--- src/rtl/pkt_tx.sv ---
// pkt_tx: packet transmitter feeding one switch input port.
// Payload words are buffered in an 8-deep FIFO. On an accepted send the block
// emits a head flit, then len body flits, then a tail flit, and stalls with
// idle flits while the downstream switch reports full.
// Optional feature: define PKT_TX_STAT_EN to add the 16-bit pkt_cnt output
// that counts emitted tail flits.
module pkt_tx #(
  parameter int SRC_ID = 0
) (
  input  logic        clk,
  input  logic        rst,
  input  logic        wr,
  input  logic [7:0]  wdata,
  output logic        wfull,
  output logic [3:0]  cnt,
  input  logic        send,
  input  logic [1:0]  dst,
  input  logic [2:0]  len,
  output logic        busy,
  input  logic        full,
`ifdef PKT_TX_STAT_EN
  output logic [15:0] pkt_cnt,
`endif
  output logic [9:0]  o
);

  localparam logic [5:0] SrcBits = SRC_ID[5:0];

  typedef enum logic [1:0] {
    IDLE,
    HEAD,
    BODY,
    TAIL
  } state_e;

  state_e      state_q;
  logic [1:0]  dst_q;
  logic [2:0]  len_q;
  logic [2:0]  bodyLeft_q;

  logic [7:0]  mem_q [8];
  logic [2:0]  wrPtr_q;
  logic [2:0]  rdPtr_q;
  logic [3:0]  cnt_q;
  logic [3:0]  cnt_d;

  logic        push;
  logic        pop;
  logic        accept;

  assign wfull  = (cnt_q == 4'd8);
  assign cnt    = cnt_q;
  assign busy   = (state_q != IDLE);
  assign push   = wr & ~wfull;
  assign pop    = ~full & ((state_q == BODY) | (state_q == TAIL));
  assign accept = send & (state_q == IDLE) & (cnt_q >= ({1'b0, len} + 4'd1));

  // Occupancy next-state: a simultaneous push and pop cancel out.
  always_comb begin
    cnt_d = cnt_q;
    case ({push, pop})
      2'b10:   cnt_d = cnt_q + 4'd1;
      2'b01:   cnt_d = cnt_q - 4'd1;
      default: cnt_d = cnt_q;
    endcase
  end

  // Payload storage; contents need no reset because the pointers define validity.
  always_ff @(posedge clk) begin
    if (push && !rst) begin
      mem_q[wrPtr_q] <= wdata;
    end
  end

  // FIFO pointers and occupancy; reset discards whatever was buffered.
  always_ff @(posedge clk) begin
    if (rst) begin
      wrPtr_q <= 3'd0;
      rdPtr_q <= 3'd0;
      cnt_q   <= 4'd0;
    end else begin
      if (push) begin
        wrPtr_q <= wrPtr_q + 3'd1;
      end
      if (pop) begin
        rdPtr_q <= rdPtr_q + 3'd1;
      end
      cnt_q <= cnt_d;
    end
  end

  // Packet FSM with the registered flit output; full=1 inserts an idle flit and holds state.
  always_ff @(posedge clk) begin
    if (rst) begin
      state_q    <= IDLE;
      o          <= 10'd0;
      dst_q      <= 2'd0;
      len_q      <= 3'd0;
      bodyLeft_q <= 3'd0;
    end else begin
      case (state_q)
        IDLE: begin
          o <= 10'd0;
          if (accept) begin
            dst_q   <= dst;
            len_q   <= len;
            state_q <= HEAD;
          end
        end
        HEAD: begin
          if (full) begin
            o <= 10'd0;
          end else begin
            o          <= {2'b01, SrcBits, dst_q};
            bodyLeft_q <= len_q;
            state_q    <= (len_q == 3'd0) ? TAIL : BODY;
          end
        end
        BODY: begin
          if (full) begin
            o <= 10'd0;
          end else begin
            o          <= {2'b10, mem_q[rdPtr_q]};
            bodyLeft_q <= bodyLeft_q - 3'd1;
            if (bodyLeft_q == 3'd1) begin
              state_q <= TAIL;
            end
          end
        end
        TAIL: begin
          if (full) begin
            o <= 10'd0;
          end else begin
            o       <= {2'b11, mem_q[rdPtr_q]};
            state_q <= IDLE;
          end
        end
        default: begin
          o       <= 10'd0;
          state_q <= IDLE;
        end
      endcase
    end
  end

`ifdef PKT_TX_STAT_EN
  logic [15:0] pktCnt_q;

  // Count completed packets, one per emitted tail flit, wrapping naturally at 16 bits.
  always_ff @(posedge clk) begin
    if (rst) begin
      pktCnt_q <= 16'd0;
    end else if ((state_q == TAIL) && !full) begin
      pktCnt_q <= pktCnt_q + 16'd1;
    end
  end

  assign pkt_cnt = pktCnt_q;
`endif

endmodule
--- config.mk ---
export PLATFORM = sky130hd
export DESIGN_NAME = pkt_tx
export DESIGN_NICKNAME = d
export VERILOG_FILES = /design/src/rtl/pkt_tx.sv
export SDC_FILE = /design/constraint.sdc
export NUM_CORES = 1
export LEC_CHECK = 0
export ABC_AREA = 1
export CORE_MARGIN = 2
export CORE_UTILIZATION = 57
export CTS_CLUSTER_SIZE = 14
export DETAILED_ROUTE_END_ITERATION = 8
export PLACE_DENSITY = 0.89
export SLEW_MARGIN = 20
export SYNTH_ARGS = -nofsm -noshare
export SYNTH_HDL_FRONTEND = slang
export SYNTH_SLANG_ARGS = --single-unit
--- constraint.sdc ---
create_clock -name clk -period 2.63 [get_ports clk]
set_input_delay 0.526 -clock clk [delete_from_list [all_inputs] [get_ports clk]]
set_output_delay 0.526 -clock clk [all_outputs]
set_load 0.01 [all_outputs]
# Word level (Yosys, flattened, before mapping)
# Memory sizes are Yosys's and may differ from the RTL's. A register that Yosys moved wholly into a read port is not among the register bits.
# Cells that the tools add are included.
word_totals:
  register_bits: 30
  mem_bits_rw: 64
  inputBits: 18
  out_inout_bits: 16
  word_cells: 64
  n_memories: 1
classes:
  n_addsub: 6
  magnitude_cmp: 1
  n_eq_ne: 12
  muxes: 19
  bitwise: 7
  reduce_logical: 10
memory_table:
  columns: ["name", "depth", "width", "read_ports", "rd_ports_with_merged_regs", "write_ports", "line", "rtl"]
  rows:
  - ["mem_q", 8, 8, 1, 1, 1, "41", "logic [7:0] mem_q [8];"]
ops:
  columns: ["operator", "count"]
  rows:
  - ["10-bit one-hot mux with 4 select lines", 1]
  - ["10-bit 2-to-1 mux", 2]
  - ["3-bit 2-to-1 mux", 4]
  - ["2-bit 2-to-1 mux", 5]
  - ["9-bit 2-to-1 mux", 1]
  - ["2-bit inequality test, second input constant", 4]
  - ["2-bit one-hot mux with 4 select lines", 1]
  - ["4-bit one-hot mux with 2 select lines", 1]
  - ["3-bit by 1-bit adder with 3-bit output, second input constant", 2]
  - ["2-bit equality test, second input constant", 3]
  - ["3-bit one-hot mux with 2 select lines", 1]
  - ["2-bit nonzero test", 3]
  - ["5-bit AND reduction", 1]
  - ["3-bit by 1-bit adder with 4-bit output, second input constant", 1]
  - ["4-bit by 1-bit adder with 4-bit output, second input constant", 1]
  - ["1-bit bitwise AND", 4]
  - ["2-bit by 1-bit equality test with 1-bit output, second input constant", 2]
  - ["4-bit equality test, second input constant", 1]
  - ["4-bit >= comparator", 1]
  - ["4-bit by 1-bit subtractor with 4-bit output, second input constant", 1]
  - ["3-bit by 1-bit equality test with 1-bit output, second input constant", 1]
  - ["3-bit logical NOT", 1]
  - ["1-bit 2-to-1 mux", 3]
  - ["3-bit AND reduction", 1]
  - ["8 further kinds", 9]

# Logic depth before layout (Yosys ltp)
# Gate-level depths: netlist of the first run.
logic_depth:
  word_depth: 6
  mapped_depth: 14
  ltp_nobuf: 14

# Worst setup path after synthesis of the first run
# OpenSTA, ideal clock, no wires.
synth_timing:
  kind: "register to register"
  startpoint: "register state_q[0]"
  endpoint: "register cnt_q[3] (netlist: cnt[3])"
  setup_ns: 0.128
  arrival_ns: 1.903
  required_ns: 2.502
  setup_slack_ns: 0.598
  stages_incl_launch_ff: 15
  path_buffers: 0
  synth_period_minus_slack_ns: 2.032
  path_cell_list: "dfxtp_1 inv_1 ha_1 inv_2 a21oi_4 ha_1 ha_1 nand2_1 inv_1 o21ai_0 nand2_1 nand2_1 nand2_1 nand2_1 a21oi_1"
synth_between:
  elab_chain_len: 5
  word_cells_on_any_way: 8
  classes_between: "4 x eq/ne; 1 x mux; 2 x bitwise; 1 x reduce/logical"
synth_rtl:
  columns: ["item", "line", "rtl"]
  rows:
  - ["start: declaration", "36", "state_e state_q;"]
  - ["start signal: assignment", "116", "state_q <= (len_q == 3'd0) ? TAIL : BODY;"]
  - ["2-bit equality test", "55", "assign pop = ~full & ((state_q == BODY) | (state_q == TAIL));"]
  - ["1-bit bitwise OR (*)", "55", null]
  - ["1-bit bitwise AND (*)", "55", null]
  - ["via pop", "48", "logic pop;"]
  - ["2-bit by 1-bit equality test with 1-bit output / 2-bit equality test (equally long branches)", "61", "case ({push, pop})"]
  - ["4-bit one-hot mux with 2 select lines / 2-bit nonzero test (equally long branches)", null, null]
  - ["end signal: assignment", "88", "cnt_q <= cnt_d;"]
  - ["end: declaration", "44", "logic [3:0] cnt_q;"]
# Mark *: on every way through the listed nets, which the timed path passes. The rest lies on a longest branch.
# A chain may end at the register's enable or synchronous reset.

# Worst setup path in the final report of the first run
# Same ends and word-level chain as after synthesis.

==> results.sh, run 1 <==
export IMPL_cts_buffers_inserted=9
export IMPL_yosys_area_share_simple_pct=12.3
export IMPL_die_y_um=88.9
export IMPL_io_buffers=33
export IMPL_syn_area_per_cell_um2=10.5
export IMPL_worstSetupPathType="flip-flop to flip-flop"
export IMPL_synth_nets=428
export IMPL_hp_class="flip-flop to flip-flop"
export IMPL_post_route_cells_drive_above_1_share_pct=7.50
export IMPL_fmax_ghz=0.433
export IMPL_rsz0062_at_grt="no"
export IMPL_drt_iter0_markers=317
export IMPL_dp_cells=520
export IMPL_status="finished clean"
export IMPL_switchingPower_mw=1.27
export IMPL_cp_max_fo=5
export IMPL_drv_slew=0
export IMPL_worstReg2RegEnd="cnt[3]"
export IMPL_post_route_min_period_ns=2.31
export IMPL_place_worst_setup_slack_ns=0.172
export IMPL_root_buffer="clkbuf_8"
export IMPL_finalNetCount=471
export IMPL_yosysTopAreaCellShare_pct=46.7
export IMPL_rrSetupSlack_ns=0.32
export IMPL_drt_wl_total_mm=8.27
export IMPL_power_mw=3.76
export IMPL_synthMuxAreaShare_pct=0
export IMPL_min_path_cells=2
export IMPL_dieArea_mm2=0.00791
export IMPL_min_to="o[1]"
export IMPL_track_usage_pct=22.9
export IMPL_worstPathArrival_ns=2.54
export IMPL_firstDrtPassIters=4
export IMPL_yosys_top_cells_count="73 x nor2_1, 64 x edfxtp_1, 55 x o21ai_0, 40 x inv_1, 33 x dfxtp_1"
export IMPL_synth_most_common_cell="nor2_1"
export IMPL_clkTransAtPathRegs_ns=0.10
export IMPL_cap_violations=0
export IMPL_ir_drop_mv=0.493
export IMPL_ios=34
export IMPL_postSynthCellCount=392
export IMPL_synth_edf_count=64
export IMPL_tightest_slew_ns=0.519
export IMPL_drc=0
export IMPL_initial_core_util_pct=59.9
export IMPL_num_rows=30
export IMPL_fin_cells=536
export IMPL_async_reset_ff_share_pct=0
export IMPL_overflow=0
export IMPL_fin_worst_skew_ns=0.0110
export IMPL_die_x_um=88.9
export IMPL_p_leak_nw=1.80
export IMPL_diodes=0
export IMPL_setup_ws_ns=0.319
export IMPL_combPwrFrac_pct=27.3
export IMPL_crit_path_end_kind="flip-flop"
export IMPL_ant_nets=0
export IMPL_timing_rr_start="state_q[0]"
export IMPL_min_delay_start="dst_q[1]"
export IMPL_vias_per_cell=5.39
export IMPL_ys_flop_type="edfxtp_1"
export IMPL_cts_htree_levels=3
export IMPL_hold_viol_final=0
export IMPL_cts_sinks=97
export IMPL_netlist_top_cells_area="edfxtp_1 47%, dfxtp_1 16%, o21ai_0 6.7%"
export IMPL_yosysSeqAreaShare_pct=62.8
export IMPL_vias=2889
export IMPL_cts_hold_buf=0
export IMPL_synth_seq_cells=97
export IMPL_design_area_mm2=0.00476
export IMPL_cts_tree="built"
export IMPL_insertion_delay_ns=0.36
export IMPL_syn2layout_area_growth_pct=15.7
export IMPL_wl_per_cell_um=15.4
export IMPL_grt_pass1_wl_mm=13.4
export IMPL_powerDensity_mw_per_mm2=790
export IMPL_yosysTopAreaCell="edfxtp_1"
export IMPL_swShare_pct=33.7
export IMPL_synth_top_family_by_area="compound AO/OA/AOI/OAI gates"
export IMPL_synth_compound_area_share_pct=12.4
export IMPL_crit_required_ns=2.86
export IMPL_synth_adder_area_share_pct=5.66
export IMPL_max_slew_margin_pct=65.3
export IMPL_grt_pass1_vias=2822
export IMPL_cp_start_kind="flip-flop"
export IMPL_fin_crit_sh_pct=87.9
export IMPL_r2r_cells=14
export IMPL_ys_warnings_count=0
export IMPL_fillCellCount=452
export IMPL_internal_power_mw=2.50
export IMPL_synth_xor_area_share_pct=0.852
export IMPL_place_congestion=0.881
export IMPL_post_dp_cell_area_mm2=0.00457
export IMPL_hpwl_mm=5.31
export IMPL_fin_tns_setup_ns=0
export IMPL_coreArea_mm2=0.00687
export IMPL_clockPowerShare_pct=24.0
export IMPL_syn_cell_area_mm2=0.00411
export IMPL_ys_types=29
export IMPL_antenna_found_initial=0
export IMPL_seqPwrFrac_pct=48.7
export IMPL_postCtsSetupBuffers=0
export IMPL_grt_max_degree=34
export IMPL_ctsResizeCount=0
export IMPL_setup_viol=0
export IMPL_clockBufferDepth=2
==> worst max-delay path by stage <==
| stage | cells after the start | to | from | slack (ns) |
|---|---|---|---|---|
| final | 14 | cnt[3] | state_q[0] | 0.32 |
| after global routing | 13 | cnt[3] | state_q[0] | 0.13 |
| after CTS | 14 | cnt[3] | state_q[0] | 0.34 |
| after detailed placement | 14 | state_q[1] | len[0] | 0.17 |
| after global placement | 14 | state_q[0] | len[0] | 0.26 |
| after floorplan | 14 | cnt[3] | state_q[0] | 0.60 |
==> layout make-up <==
cell class	instances	area [um^2]	share of cell area [%]
repair buffers	45	420	8.84
inverters	43	164	3.44
flip-flops and latches	97	2580	54.3
well taps	96	120	2.52
clock buffers	9	124	2.60
multi-input cells	239	1290	27.0
clock inverters	7	61.3	1.29
==> power by group through the flow <==
stage	Combinational, mW	Clock [mW]	Sequential [mW]
finish	1.03	0.902	1.83
global route	1.17	0.961	1.85
CTS	1.02	0.911	1.83
detailed placement	1.00	0	1.86
global placement	0.955	0	1.86
floorplan	0.731	0	1.84
==> flip-flops by register name, summed over array words and instances (netlist names), named ones only <==
| name | flops |
|---|---|
| cnt | 4 |
| state_q | 2 |
| rdPtr_q | 3 |
| o | 10 |
| bodyLeft_q | 3 |
| dst_q | 2 |
| wrPtr_q | 3 |
| mem_q | 64 |
| len_q | 3 |
==> routing by layer <==
metal	global-route usage (%)	vias to the layer above	part of all wire, %
met2	38.1	112	52
met4	11.0	0	1.4
li1	-	1429	-
met5	0	-	0
met1	29.7	1339	40
met3	3.42	9	7.3
==> worst max-delay path, cell delays in order, from the launching register on <==
cell	delay, ns
dfxtp_1	0.37
inv_1	0.15
ha_1	0.27
inv_2	0.10
a21oi_4	0.19
ha_1	0.26
ha_1	0.26
nand2_1	0.07
inv_1	0.03
o21ai_0	0.21
nand2_1	0.08
nand2_1	0.06
nand2_1	0.05
nand2_1	0.05
a21oi_1	0.05
==> kinds of logic (layout without fill, tap and decap cells) <==
family                     Yosys count  after routing
and+or+nand+nor                    123            123
DFF                                 97             97
AOI/OAI and AO/OA                   94             94
buffers and inverters               56            104
adders and majority gates           18             18
xor gates and xnor gates             4              4
==> cell usage in the layout (no fill, tap or decap) <==
| master | netlist | layout |
|---|---|---|
| nor2_1 | 73 | 73 |
| edfxtp_1 | 64 | 64 |
| o21ai_0 | 55 | 55 |
| inv_1 | 40 | 40 |
| dfxtp_1 | 33 | 33 |
| clkdlybuf4s50_1 | 0 | 33 |
| nand2_1 | 32 | 32 |
| ha_1 | 17 | 17 |
| a21oi_1 | 15 | 15 |
| buf_4 | 4 | 12 |
| clkbuf_8 | 0 | 9 |
| o21ai_1 | 8 | 8 |
| nand3_1 | 7 | 7 |
| a31oi_1 | 7 | 7 |
| nor3_1 | 6 | 6 |
| o211ai_1 | 5 | 5 |
| xnor2_1 | 4 | 4 |
| inv_2 | 2 | 2 |
| nand4_1 | 2 | 2 |
| a211oi_1 | 2 | 2 |
| inv_8 | 0 | 2 |
| inv_6 | 0 | 2 |
| a21oi_4 | 1 | 1 |
| inv_4 | 1 | 1 |
| nor2_8 | 1 | 1 |
| o221ai_1 | 1 | 1 |
| nor3b_1 | 1 | 1 |
| nand3b_1 | 1 | 1 |
| fa_1 | 1 | 1 |
| clkinvlp_4 | 0 | 1 |
| clkinv_2 | 0 | 1 |
| clkinv_4 | 0 | 1 |
==> metrics by stage <==
stage	util [%]	hold slack, ns
2_1_floorplan	-	0.412
3_3_place_gp	66.6	0.436
3_5_place_dp	66.6	0.455
4_1_cts	69.3	0.467
5_1_grt	69.3	0.495
6_report	69.3	0.465
Power figures use the tool's default switching activity.
==> run 2, diff against run 1 <==
Settings changed: CORE_UTILIZATION 57 to 61, PLACE_DENSITY 0.89 to 0.93, TNS_END_PERCENT from default to 1.
Clock period 2.63 ns to 3 ns, I/O delays scaled along.
==> run 2 against run 1 <==
Register-to-register slack gained 0.28 ns; critical path type is now input port to flip-flop; first-iteration DRC count shrank 7.6%; clock-buffer cell count is the same; wire length grew 4.6%.
==> results.sh, run 2 (synthesized netlist as in run 1, its figures left out) <==
export IMPL_ant_nets=0
export IMPL_antenna_found_initial=0
export IMPL_multi_input_area_mm2=0.00129
export IMPL_die_y_um=86.1
export IMPL_powerDensity_mw_per_mm2=705
export IMPL_drv_slew=0
export IMPL_r2r_cells=13
export IMPL_cp_max_fo=6
export IMPL_crit_path_end_kind="flip-flop"
export IMPL_fin_worst_skew_ns=0.0102
export IMPL_fin_crit_sh_pct=80.7
export IMPL_setup_viol=0
export IMPL_worstPathArrival_ns=2.67
export IMPL_tightest_slew_ns=0.495
export IMPL_largest_register="mem_q"
export IMPL_cts_sinks=97
export IMPL_clockBufferDepth=2
export IMPL_max_stage_delay_ns=0.44
export IMPL_io_buffers=33
export IMPL_post_dp_cell_area_mm2=0.00453
export IMPL_finalNetCount=469
export IMPL_design_area_mm2=0.00473
export IMPL_cts_tree="built"
export IMPL_ios=34
export IMPL_crit_chain="clkdlybuf4s50_1 > ha_1 > xnor2_1 > ha_1 > nand2_1 > inv_1 > nand2_1 > nand3_1 > nand2_1 > inv_1 > o21ai_0 > a21oi_1"
export IMPL_cp_num_cells=12
export IMPL_fmax_ghz=0.413
export IMPL_initial_core_util_pct=64.0
export IMPL_cts_hold_buf=0
export IMPL_crit_required_ns=3.25
export IMPL_num_rows=29
export IMPL_syn2layout_area_growth_pct=15.1
export IMPL_place_worst_setup_slack_ns=0.376
export IMPL_p_leak_nw=1.79
export IMPL_cp_slowest_cell="clkdlybuf4s50_1"
export IMPL_cap_violations=0
export IMPL_most_common_layout_cells="73 x nor2_1, 64 x edfxtp_1, 55 x o21ai_0"
export IMPL_fillCellCount=399
export IMPL_root_buffer="clkbuf_8"
export IMPL_status="finished clean"
export IMPL_grt_pass1_wl_mm=13.7
export IMPL_worstSetupPathType="input port to flip-flop"
export IMPL_met1_usage_pct=30.2
export IMPL_cts_buffers_inserted=9
export IMPL_cts_htree_levels=3
export IMPL_grt_pass1_vias=2951
export IMPL_holdWs_ns=0.470
export IMPL_ir_drop_mv=0.458
export IMPL_largest_register_ffs=64
export IMPL_grt_use_met2_pct=42.0
export IMPL_cp_start_kind="input port"
export IMPL_track_usage_pct=25.0
export IMPL_final_common_cell="nor2_1"
export IMPL_min_path_cells=1
export IMPL_fin_tns_setup_ns=0
export IMPL_post_route_cells_drive_above_1_share_pct=7.08
export IMPL_busiest_layer="met2"
export IMPL_diodes=0
export IMPL_wl_per_cell_um=16.8
export IMPL_post_route_min_period_ns=2.42
export IMPL_drt_wl_total_mm=8.65
export IMPL_clkTransAtPathRegs_ns=0.10
export IMPL_ctsResizeCount=0
export IMPL_postCtsSetupBuffers=0
export IMPL_drt_iter0_markers=293
export IMPL_max_slew_margin_pct=66.9
export IMPL_die_x_um=86.1
export IMPL_hold_viol_final=0
export IMPL_dieArea_mm2=0.00741
export IMPL_rsz0062_at_grt="no"
export IMPL_hp_class="flip-flop to flip-flop"
export IMPL_place_congestion=0.838
export IMPL_coreArea_mm2=0.00642
export IMPL_insertion_delay_ns=0.36
export IMPL_layout_area_seq_mm2=0.00258
export IMPL_setup_ws_ns=0.578
export IMPL_crit_top_cell="nand2_1"
export IMPL_drc=0
export IMPL_firstDrtPassIters=4
export IMPL_overflow=0
export IMPL_vias=2950
export IMPL_grt_max_degree=32
export IMPL_grt_use_met3_pct=4.43
export IMPL_path_buf_inv=3
export IMPL_vias_per_cell=5.73
export IMPL_cp_top_family="buffers and inverters"
export IMPL_hpwl_mm=5.45
==> run 2: cell count changes in the layout (fill, tap and decap cells not counted) <==
cell	before	now
buf_4	12	10
clkinv_2	1	0
clkinv_8	0	1
==> run 2: stage by stage <==
stage | utilization, % | cells | power [mW]
2_1_floorplan | - | 392 | 2.25
3_3_place_gp | 70.6 | 499 | 2.45
3_5_place_dp | 70.6 | 499 | 2.51
4_1_cts | 73.7 | 515 | 3.33
5_1_grt | 73.7 | 515 | 3.50
6_report | 73.7 | 515 | 3.34
==> run 2: cell type report <==
| class | count | area share, % |
|---|---|---|
| sequential | 97 | 54.6 |
| inverter | 43 | 3.46 |
| clock inverter | 7 | 1.53 |
| tap | 77 | 2.04 |
| clock buffer | 9 | 2.62 |
| multi-input combinational | 239 | 27.2 |
| timing repair buffer | 43 | 8.57 |
==> run 2: path summary, 6_finish.rpt <==
path / start / to / slack, ns
max: len[0] / len_q[0] / 0.58
min reg2reg: rdPtr_q[2] / rdPtr_q[2] / 0.47
max reg2reg: state_q[0] / cnt[3] / 0.60
min: rdPtr_q[2] / rdPtr_q[2] / 0.47
==> run 2: routing by layer <==
metal,vias to the layer above,wire length [um]
met5,-,0
met4,0,238
met3,28,567
met2,121,4390
met1,1376,3460
li1,1425,-
==> run 2: power by group <==
part           leakage [nW]  switching [mW]  internal [mW]  total, mW
clock                0.0970           0.496          0.327      0.824
sequential            0.847          0.0899           1.52       1.61
combinational         0.850           0.561          0.342      0.903
total                  1.79            1.15           2.19       3.34
==> run 3, diff against run 2 <==
Settings changed: CORE_UTILIZATION 61 to 57, PLACE_DENSITY 0.93 to 0.89.
Clock period 3 ns to 2.4 ns, I/O delays scaled along.
==> run 3 against run 2 <==
Clock skew grew 0.0036 ns; combinational power grew 25%; global-route usage shrank 1.5 points; largest power group unchanged; clock-buffer cell count grew 1; hold slack gained 0.0067 ns.
==> results.sh, run 3 (synthesized netlist as in run 1, its figures left out) <==
export IMPL_tightest_slew_ns=0.591
export IMPL_fin_worst_skew_ns=0.0138
export IMPL_multi_input_area_mm2=0.00129
export IMPL_overflow=0
export IMPL_status="finished clean"
export IMPL_vias_per_cell=5.56
export IMPL_firstDrtPassIters=4
export IMPL_largest_register_ffs=64
export IMPL_drt_iter0_markers=213
export IMPL_p_leak_nw=1.80
export IMPL_insertion_delay_ns=0.37
export IMPL_fillCellCount=456
export IMPL_hpwl_mm=5.74
export IMPL_grt_pass1_wl_mm=13.6
export IMPL_switchingPower_mw=1.38
export IMPL_powerDensity_mw_per_mm2=863
export IMPL_cts_buffers_inserted=9
export IMPL_min_delay_start="rdPtr_q[2]"
export IMPL_diodes=0
export IMPL_antenna_found_initial=0
export IMPL_ant_nets=0
export IMPL_die_x_um=88.9
export IMPL_rsz0062_at_grt="no"
export IMPL_syn2layout_area_growth_pct=15.7
export IMPL_most_common_layout_cells="73 x nor2_1, 64 x edfxtp_1, 55 x o21ai_0"
export IMPL_num_rows=30
export IMPL_cp_max_fo=5
export IMPL_drt_wl_total_mm=8.57
export IMPL_clockBufferDepth=2
export IMPL_track_usage_pct=23.5
export IMPL_ios=34
export IMPL_cts_tree="built"
export IMPL_cap_violations=0
export IMPL_clockPowerShare_pct=23.5
export IMPL_cts_hold_buf=0
export IMPL_root_buffer="clkbuf_8"
export IMPL_worstSetupPathType="flip-flop to output pin"
export IMPL_post_route_min_period_ns=2.20
export IMPL_hold_viol_final=0
export IMPL_initial_core_util_pct=59.9
export IMPL_die_y_um=88.9
export IMPL_seqPwrFrac_pct=49.0
export IMPL_holdWs_ns=0.477
export IMPL_post_route_cells_drive_above_1_share_pct=7.71
export IMPL_min_path_cells=1
export IMPL_fmax_ghz=0.455
export IMPL_max_slew_margin_pct=60.5
export IMPL_rrSetupSlack_ns=0.22
export IMPL_io_buffers=33
export IMPL_finalNetCount=472
export IMPL_hp_class="flip-flop to flip-flop"
export IMPL_largest_register="mem_q"
export IMPL_r2r_cells=13
export IMPL_crit_path_end_kind="output pin"
export IMPL_timing_rr_start="state_q[0]"
export IMPL_crit_required_ns=1.92
export IMPL_grt_max_degree=34
export IMPL_drv_slew=0
export IMPL_wl_per_cell_um=16.0
export IMPL_finish_utilization_pct=69.3
export IMPL_cts_htree_levels=3
export IMPL_cts_sinks=97
export IMPL_swShare_pct=33.6
export IMPL_fin_crit_sh_pct=91.6
export IMPL_grt_pass1_vias=2929
export IMPL_combPwrFrac_pct=27.5
export IMPL_fin_tns_setup_ns=0
export IMPL_final_common_cell="nor2_1"
export IMPL_worstReg2RegEnd="cnt[3]"
export IMPL_cp_start_kind="flip-flop"
export IMPL_layout_area_seq_mm2=0.00258
export IMPL_vias=2984
export IMPL_coreArea_mm2=0.00687
export IMPL_worstPathArrival_ns=1.72
export IMPL_drc=0
export IMPL_place_congestion=0.831
export IMPL_dieArea_mm2=0.00791
export IMPL_setup_viol=0
export IMPL_ir_drop_mv=0.529
export IMPL_clkTransAtPathRegs_ns=0.09
export IMPL_internal_power_mw=2.73
[run 3: cell types whose count changed in the layout (fill, tap and decap cells not counted), sizes merged]
cell and delta:
clkbuf +1, buf +3, inv -1
[run 3: final cells by class]
type / count / area share, %
timing repair buffer: 46 / 8.99
multi-input combinational: 239 / 27.1
sequential: 97 / 54.3
inverter: 43 / 3.44
clock buffer: 10 / 2.68
tap: 96 / 2.52
clock inverter: 6 / 0.999
[run 3: layer usage]
| metal | track usage (%) | routed length (um) | vias to the layer above |
|---|---|---|---|
| met5 | 0 | 0 | - |
| met4 | 11.8 | 245 | 0 |
| met3 | 5.54 | 576 | 29 |
| met2 | 38.3 | 4290 | 112 |
| met1 | 29.5 | 3450 | 1418 |
| li1 | - | - | 1425 |
[run 3: worst max path at each step]
stage | start | end
final | state_q[0] | busy
after detailed placement | len[0] | state_q[1]
after CTS | state_q[0] | cnt[3]
after global routing | state_q[0] | cnt[3]
after global placement | len[0] | state_q[1]
after floorplan | state_q[0] | cnt[3]
[run 3: timing repair]
item,4_1_cts,5_1_grt
endpoints found under the hold margin,0,0
resized for setup,0,1
buffers inserted,0,0
setup endpoints to repair,0,1
[run 3: through the flow]
| stage | setup WS [ns] | cell area [um^2] | power [mW] | instances |
|---|---|---|---|---|
| global placement | 0.0891 | 4580 | 3.08 | 521 |
| floorplan | 0.368 | 4110 | 2.82 | 392 |
| detailed placement | -0.0860 | 4580 | 3.16 | 521 |
| CTS | 0.182 | 4760 | 4.10 | 537 |
| finish | 0.202 | 4760 | 4.11 | 537 |
| global route | 0.0299 | 4760 | 4.34 | 537 |
[run 3: power groups by stage]
stage	clock (mW)	sequential, mW	combinational [mW]
3_3_place_gp	0	2.04	1.04
2_1_floorplan	0	2.02	0.801
6_report	0.964	2.01	1.13
5_1_grt	1.03	2.03	1.27
3_5_place_dp	0	2.05	1.11
4_1_cts	0.974	2.01	1.12
[run 3: critical path: stages (launching register included)]
cell	delay [ns]
dfxtp_1	0.41
inv_1	0.12
ha_1	0.25
inv_1	0.06
clkdlybuf4s50_1	0.52
